--- src/rtl/s_mem_arbiter.sv ---
// Round-robin owner of the single-port RC4 S memory: one requester at a time drives the
// registered mem_* pins, and read data returns tagged to the requester that issued it.

module s_mem_arb_lane (
    input  logic       gnt,
    input  logic       acc_valid,
    input  logic [7:0] addr,
    input  logic [7:0] wdata,
    input  logic       wren,
    output logic       hit,
    output logic [7:0] addr_m,
    output logic [7:0] wdata_m,
    output logic       wren_m
);
    // Non-owners contribute zeros, so the owner's access can be OR-reduced across lanes.
    assign hit     = gnt & acc_valid;
    assign addr_m  = hit ? addr  : '0;
    assign wdata_m = hit ? wdata : '0;
    assign wren_m  = hit & wren;
endmodule

module s_mem_arbiter #(
    parameter int N_REQ  = 3,
    parameter int RD_LAT = 1
) (
    input  logic               clk,
    input  logic               reset,
    input  logic [N_REQ-1:0]   req,
    output logic [N_REQ-1:0]   gnt,
    input  logic [N_REQ-1:0]   acc_valid,
    input  logic [8*N_REQ-1:0] acc_addr,
    input  logic [8*N_REQ-1:0] acc_wdata,
    input  logic [N_REQ-1:0]   acc_wren,
    output logic [7:0]         rdata,
    output logic [N_REQ-1:0]   rvalid,
    output logic [7:0]         mem_addr,
    output logic [7:0]         mem_wdata,
    output logic               mem_wren,
    input  logic [7:0]         mem_q,
    output logic               busy
);
    localparam int IDX_W = (N_REQ > 1) ? $clog2(N_REQ) : 1;
    localparam int CNT_W = $clog2(RD_LAT + 2);

    typedef enum logic [1:0] {IDLE, OWN, DRAIN} state_t;

    state_t                      state, state_n;
    logic [N_REQ-1:0]            gnt_n;
    logic [IDX_W-1:0]            ptr, ptr_n, own, own_n, pick;
    logic [CNT_W-1:0]            rd_cnt, rd_cnt_n;
    logic [N_REQ-1:0]            hit, lane_wren;
    logic [N_REQ-1:0][7:0]       lane_addr, lane_wdata;
    logic [7:0]                  sel_addr, sel_wdata;
    logic                        sel_wren, accept, rd_acc;
    logic [RD_LAT:0]             vld_pipe;
    logic [IDX_W-1:0]            tag_pipe [RD_LAT:0];

    s_mem_arb_lane u_lane [N_REQ-1:0] (
        .gnt       (gnt),
        .acc_valid (acc_valid),
        .addr      (acc_addr),
        .wdata     (acc_wdata),
        .wren      (acc_wren),
        .hit       (hit),
        .addr_m    (lane_addr),
        .wdata_m   (lane_wdata),
        .wren_m    (lane_wren)
    );

    always_comb begin
        sel_addr  = '0;
        sel_wdata = '0;
        for (int i = 0; i < N_REQ; i++) begin
            sel_addr  = sel_addr  | lane_addr[i];
            sel_wdata = sel_wdata | lane_wdata[i];
        end
    end

    assign sel_wren = |lane_wren;
    assign accept   = |hit;
    assign rd_acc   = accept & ~sel_wren;
    assign rd_cnt_n = rd_cnt + CNT_W'(rd_acc) - CNT_W'(|rvalid);
    assign busy     = (state != IDLE);

    // First requester at or after the round-robin pointer, wrapping.
    always_comb begin
        int  j;
        logic found;
        j     = 0;
        found = 1'b0;
        pick  = '0;
        for (int k = 0; k < N_REQ; k++) begin
            j = (int'(ptr) + k) % N_REQ;
            if (!found && req[j]) begin
                found = 1'b1;
                pick  = IDX_W'(j);
            end
        end
    end

    always_comb begin
        state_n = state;
        gnt_n   = gnt;
        ptr_n   = ptr;
        own_n   = own;
        case (state)
            IDLE: if (|req) begin
                gnt_n       = '0;
                gnt_n[pick] = 1'b1;
                own_n       = pick;
                state_n     = OWN;
            end
            OWN: if (!req[own]) begin
                gnt_n   = '0;
                ptr_n   = (own == IDX_W'(N_REQ - 1)) ? '0 : own + IDX_W'(1);
                state_n = (rd_cnt_n != '0) ? DRAIN : IDLE;
            end
            DRAIN: if (rd_cnt == '0) state_n = IDLE;
            default: state_n = IDLE;
        endcase
    end

    always_ff @(posedge clk or negedge reset) begin
        if (!reset) begin
            state     <= IDLE;
            gnt       <= '0;
            ptr       <= '0;
            own       <= '0;
            rd_cnt    <= '0;
            mem_addr  <= '0;
            mem_wdata <= '0;
            mem_wren  <= 1'b0;
            rdata     <= '0;
            rvalid    <= '0;
            vld_pipe  <= '0;
            for (int k = 0; k <= RD_LAT; k++) tag_pipe[k] <= '0;
        end else begin
            state    <= state_n;
            gnt      <= gnt_n;
            ptr      <= ptr_n;
            own      <= own_n;
            rd_cnt   <= rd_cnt_n;
            mem_wren <= sel_wren;
            if (accept) begin
                mem_addr  <= sel_addr;
                mem_wdata <= sel_wdata;
            end
            // Tag travels alongside the read until mem_q for it is valid.
            vld_pipe    <= {vld_pipe[RD_LAT-1:0], rd_acc};
            tag_pipe[0] <= own;
            for (int k = 1; k <= RD_LAT; k++) tag_pipe[k] <= tag_pipe[k-1];
            rvalid <= '0;
            if (vld_pipe[RD_LAT]) begin
                rvalid[tag_pipe[RD_LAT]] <= 1'b1;
                rdata                    <= mem_q;
            end
        end
    end
endmodule

--- config.mk ---
export PLATFORM = sky130hd
export DESIGN_NAME = s_mem_arbiter
export DESIGN_NICKNAME = d
export VERILOG_FILES = /design/src/rtl/s_mem_arbiter.sv
export SDC_FILE = /design/constraint.sdc
export NUM_CORES = 1
export LEC_CHECK = 0
export BUFFER_PORTS_ARGS = -buffer_cell sky130_fd_sc_hd__clkbuf_2
export CAP_MARGIN = 5
export CORE_MARGIN = 2
export CORE_UTILIZATION = 50
export CTS_CLUSTER_DIAMETER = 40
export DETAILED_ROUTE_END_ITERATION = 7
export GPL_TIMING_DRIVEN = 0
export MAX_ROUTING_LAYER = met4
export PLACE_DENSITY = 0.88
export SLEW_MARGIN = 20
export SYNTH_ARGS = -nofsm -noshare
export SYNTH_HDL_FRONTEND = slang
export SYNTH_SLANG_ARGS = --single-unit
--- constraint.sdc ---
create_clock -name clk -period 4.6 [get_ports clk]
set_input_delay 0.46 -clock clk [delete_from_list [all_inputs] [get_ports clk]]
set_output_delay 0.46 -clock clk [all_outputs]
set_load 0.005 [all_outputs]
==> results by group <==
Layout
  • Layout Nets: 376
  • N_diodes: 0
  • Layout cells sized above 1: 41.8%
  • Final Non-Filler Cells: 354
  • Layout area overhead: 31.4%

Detailed routing
  • Final WL: 4820 um
  • 1st-iter DRT viols: 143
  • Pre-Repair DR Iteration Count: 4
  • Antenna-violating nets left: 0
  • Drt wl/cell: 13.6 um
  • Drt drc: 0
  • Drt via density: 5.36
  • Via Count: 1,899

Timing
  • RSZ-0062 raised after global routing: false
  • Clock skew: 0.00720 ns
  • Slew Limit Fails: 0
  • Max frequency: 414 MHz
  • Worst-Margin Slew: 0.971 ns
  • TNS Setup: 0 ns
  • Final setup fails: 0
  • Tmin final: 2.42 ns
  • Final Cycle Share: 52.5%
  • Hold Violations, Final: 0
  • Max_slew headroom: 35.3%

Yosys
  • Syn_nets: 271
  • Fraction of registers with async set/reset: 100%
  • Ys flop type: dfrtp_1
  • Top cell type's share of synthesized area: 52.8%
  • Post-synthesis cell type count: 39
  • Largest area contributor in the netlist: dfrtp_1
  • Synth warnings: 0
  • EDFF count, synth: 0
  • Sequential area share after synthesis: 52.8%
  • Area contributors post-synth: dfrtp_1, mux2_2, a22oi_1
  • Post-Synthesis Cells: 198
  • Synthesized area: 0.00213 mm^2
  • Yosys reg bits: 45
  • Syn_area_per_cell: 10.8 um^2

Floorplan
  • Core box area: 0.00406 mm^2
  • Full die area: 0.00480 mm^2
  • Row cnt: 23
  • Die height: 69.3 um
  • Initial Utilization: 52.5%
  • Die Wd: 69.3 um
  • IO Pins: 99

Power
  • Cell Int Power: 1160 uW
  • Flop pwr share: 38.1%
  • Combinational Power Share: 45.4%
  • Sw frac: 35.6%
  • Maximum vdd drop: 288 uV
  • LEAKAGE: 0.00141 uW
  • Pwr dens: 643 mW/mm^2
  • NetSw: 641 uW
  • Clock power frac: 16.5%

Clocking
  • Setup Buffers After CTS: 0
  • Clock Path Buffers: 2
  • Sink Count: 45
  • Clock transition at path regs: 0.09 ns
  • Total CTS buffers: 5
  • Hold_buf cts: 0
  • TritonCTS clock tree: done
  • H-tree levels: 2
  • Clk Latency, worst-skew pair: 0.30 ns
  • CTS Root Cell: clkbuf_8
  • PostCTS Resize Cnt: 0

GRT
  • Largest net degree at the start of global routing: 46
  • Vias in the first global route: 1,875
  • First-pass GRT wire length: 8150 um
  • Antenna violations before repair: 0
  • Grt total ovfl: 0
  • Tot GR Track Use: 21.3%

Placement
  • Post-DP HPWL: 3690 um
  • Gp weighted congestion: 0.865
  • Placed cells: 346
  • Port Buf Inserts: 98

Critical path
  • Kind of critical path: flop to flop
  • CP Capture Type: flop
  • Crit-path max FO: 10
  • Arr. time, crit path: 2.63 ns
  • CP required: 4.81 ns
  • Crit path launch type: flop

Run status
  • Status: finished, final reports clean

Job
  • Max_cap viols: 0

Worst hold path
  • Hold Path Class: input port to async pin
==> worst max-delay path: stages, from the launching register on <==
cell	delay, ns
dfrtp_1	0.40
and2_1	0.16
buf_2	0.18
or3_1	0.33
buf_6	0.15
buf_6	0.14
nand3_2	0.07
ha_1	0.23
inv_1	0.06
ha_1	0.14
xnor2_1	0.13
xnor2_1	0.17
nor2_1	0.07
o22ai_1	0.12
==> cell usage in the layout (no fill, tap or decap), types with 3 or more instances in the layout <==
master / instances
clkbuf_2: 97
or2_1: 3
a22o_1: 4
clkbuf_1: 4
a221o_1: 4
clkbuf_8: 5
inv_1: 6
buf_4: 3
a31oi_1: 12
mux2_2: 9
and2_1: 3
o21ai_0: 5
nand2_1: 22
ha_1: 6
a22oi_1: 13
buf_2: 3
buf_6: 5
nor2b_1: 3
dfrtp_1: 45
nor2_1: 19
==> metal layers <==
metal	global-route usage [%]	share of wire [%]	wire length (um)
met1	25.4	42	2040
met2	35.5	49	2380
met3	4.80	6.1	292
met4	7.84	2.2	105
met5	-	0	0
==> Yosys cell counts (2+ instances only) <==
cell type and n:
a22oi_1 13, nor2_1 19, or2_1 3, nand2b_1 2
buf_2 2, xnor2_1 2, and2_1 3, nand3_1 2
or3_1 2, ha_1 6, o21ai_1 2, and3b_1 2
nand2_1 22, clkbuf_1 4, mux2_2 9, a22o_1 4
buf_6 5, a31oi_1 12, o21ai_0 5, buf_4 3
nor3_1 2, nor2b_1 3, a21oi_1 2, o31ai_1 2
dfrtp_1 45, inv_1 6, a221o_1 4
==> cell families (layout without fill, tap and decap cells) <==
family,count (synthesis),after routing,synth area share [%]
xor gates and xnor gates,2,2,0.822
AOI/OAI and AO/OA,50,50,16.9
and+or+nand+nor,65,65,14.8
buffers and inverters,20,126,5.93
DFF,45,45,52.8
adders and majority gates,6,6,3.52
muxes,10,10,5.23
==> final cells by class <==
class / instances / area, um^2
clock inverter: 3 / 46.3
sequential: 45 / 1130
tap: 50 / 62.6
multi-input combinational: 133 / 878
timing repair buffer: 98 / 490
clock buffer: 5 / 68.8
inverter: 6 / 22.5
buffer: 14 / 104
fill: 310 / 1260
==> metrics by stage <==
step / util [%] / hold WS (ns) / worst slack [ns] / power (uW) / cell area (um^2)
6_report: 69.0 / 0.295 / 2.18 / 1800 / 2800
2_1_floorplan: - / 0.164 / 2.27 / 1220 / 2130
5_1_grt: 69.0 / 0.378 / 2.03 / 1940 / 2800
4_1_cts: 69.0 / 0.355 / 2.16 / 1810 / 2800
3_3_place_gp: 66.1 / 0.332 / 2.09 / 1480 / 2680
3_5_place_dp: 66.1 / 0.335 / 2.03 / 1520 / 2680
==> state kept, by name, summed over array words and instances, names as in the netlist <==
name and cells:
rd_cnt 2, ptr 2, rdata 8, mem_addr 8
mem_wren 1, mem_wdata 8, tag_pipe 4, gnt 3
rvalid 3, state 2, own 2, vld_pipe 2
==> final timing paths <==
| kind | cells after the start | to | slack, ns | start |
|---|---|---|---|---|
| setup reg to reg | 13 | state[1]$_DFFE_PN0P_ | 2.18 | gnt[1]$_DFFE_PN0P_ |
| hold / removal | 1 | mem_wdata[6]$_DFFE_PN0P_ | 0.29 | reset |
| max in group asynchronous | 1 | tag_pipe[1]$_DFF_PN0_ | 3.68 | reset |
| hold reg to reg | 0 | vld_pipe[1]$_DFF_PN0_ | 0.35 | vld_pipe[0]$_DFF_PN0_ |
| min in group clk | 0 | vld_pipe[1]$_DFF_PN0_ | 0.35 | vld_pipe[0]$_DFF_PN0_ |
| setup / recovery | 13 | state[1]$_DFFE_PN0P_ | 2.18 | gnt[1]$_DFFE_PN0P_ |
==> power groups by stage <==
stage | combinational (uW) | clock, uW | sequential [uW]
finish | 817 | 298 | 686
global route | 907 | 321 | 715
CTS | 824 | 302 | 685
detailed placement | 821 | 0 | 694
global placement | 794 | 0 | 684
floorplan | 528 | 0 | 691
No activity file was read; power rests on OpenSTA's default activity.
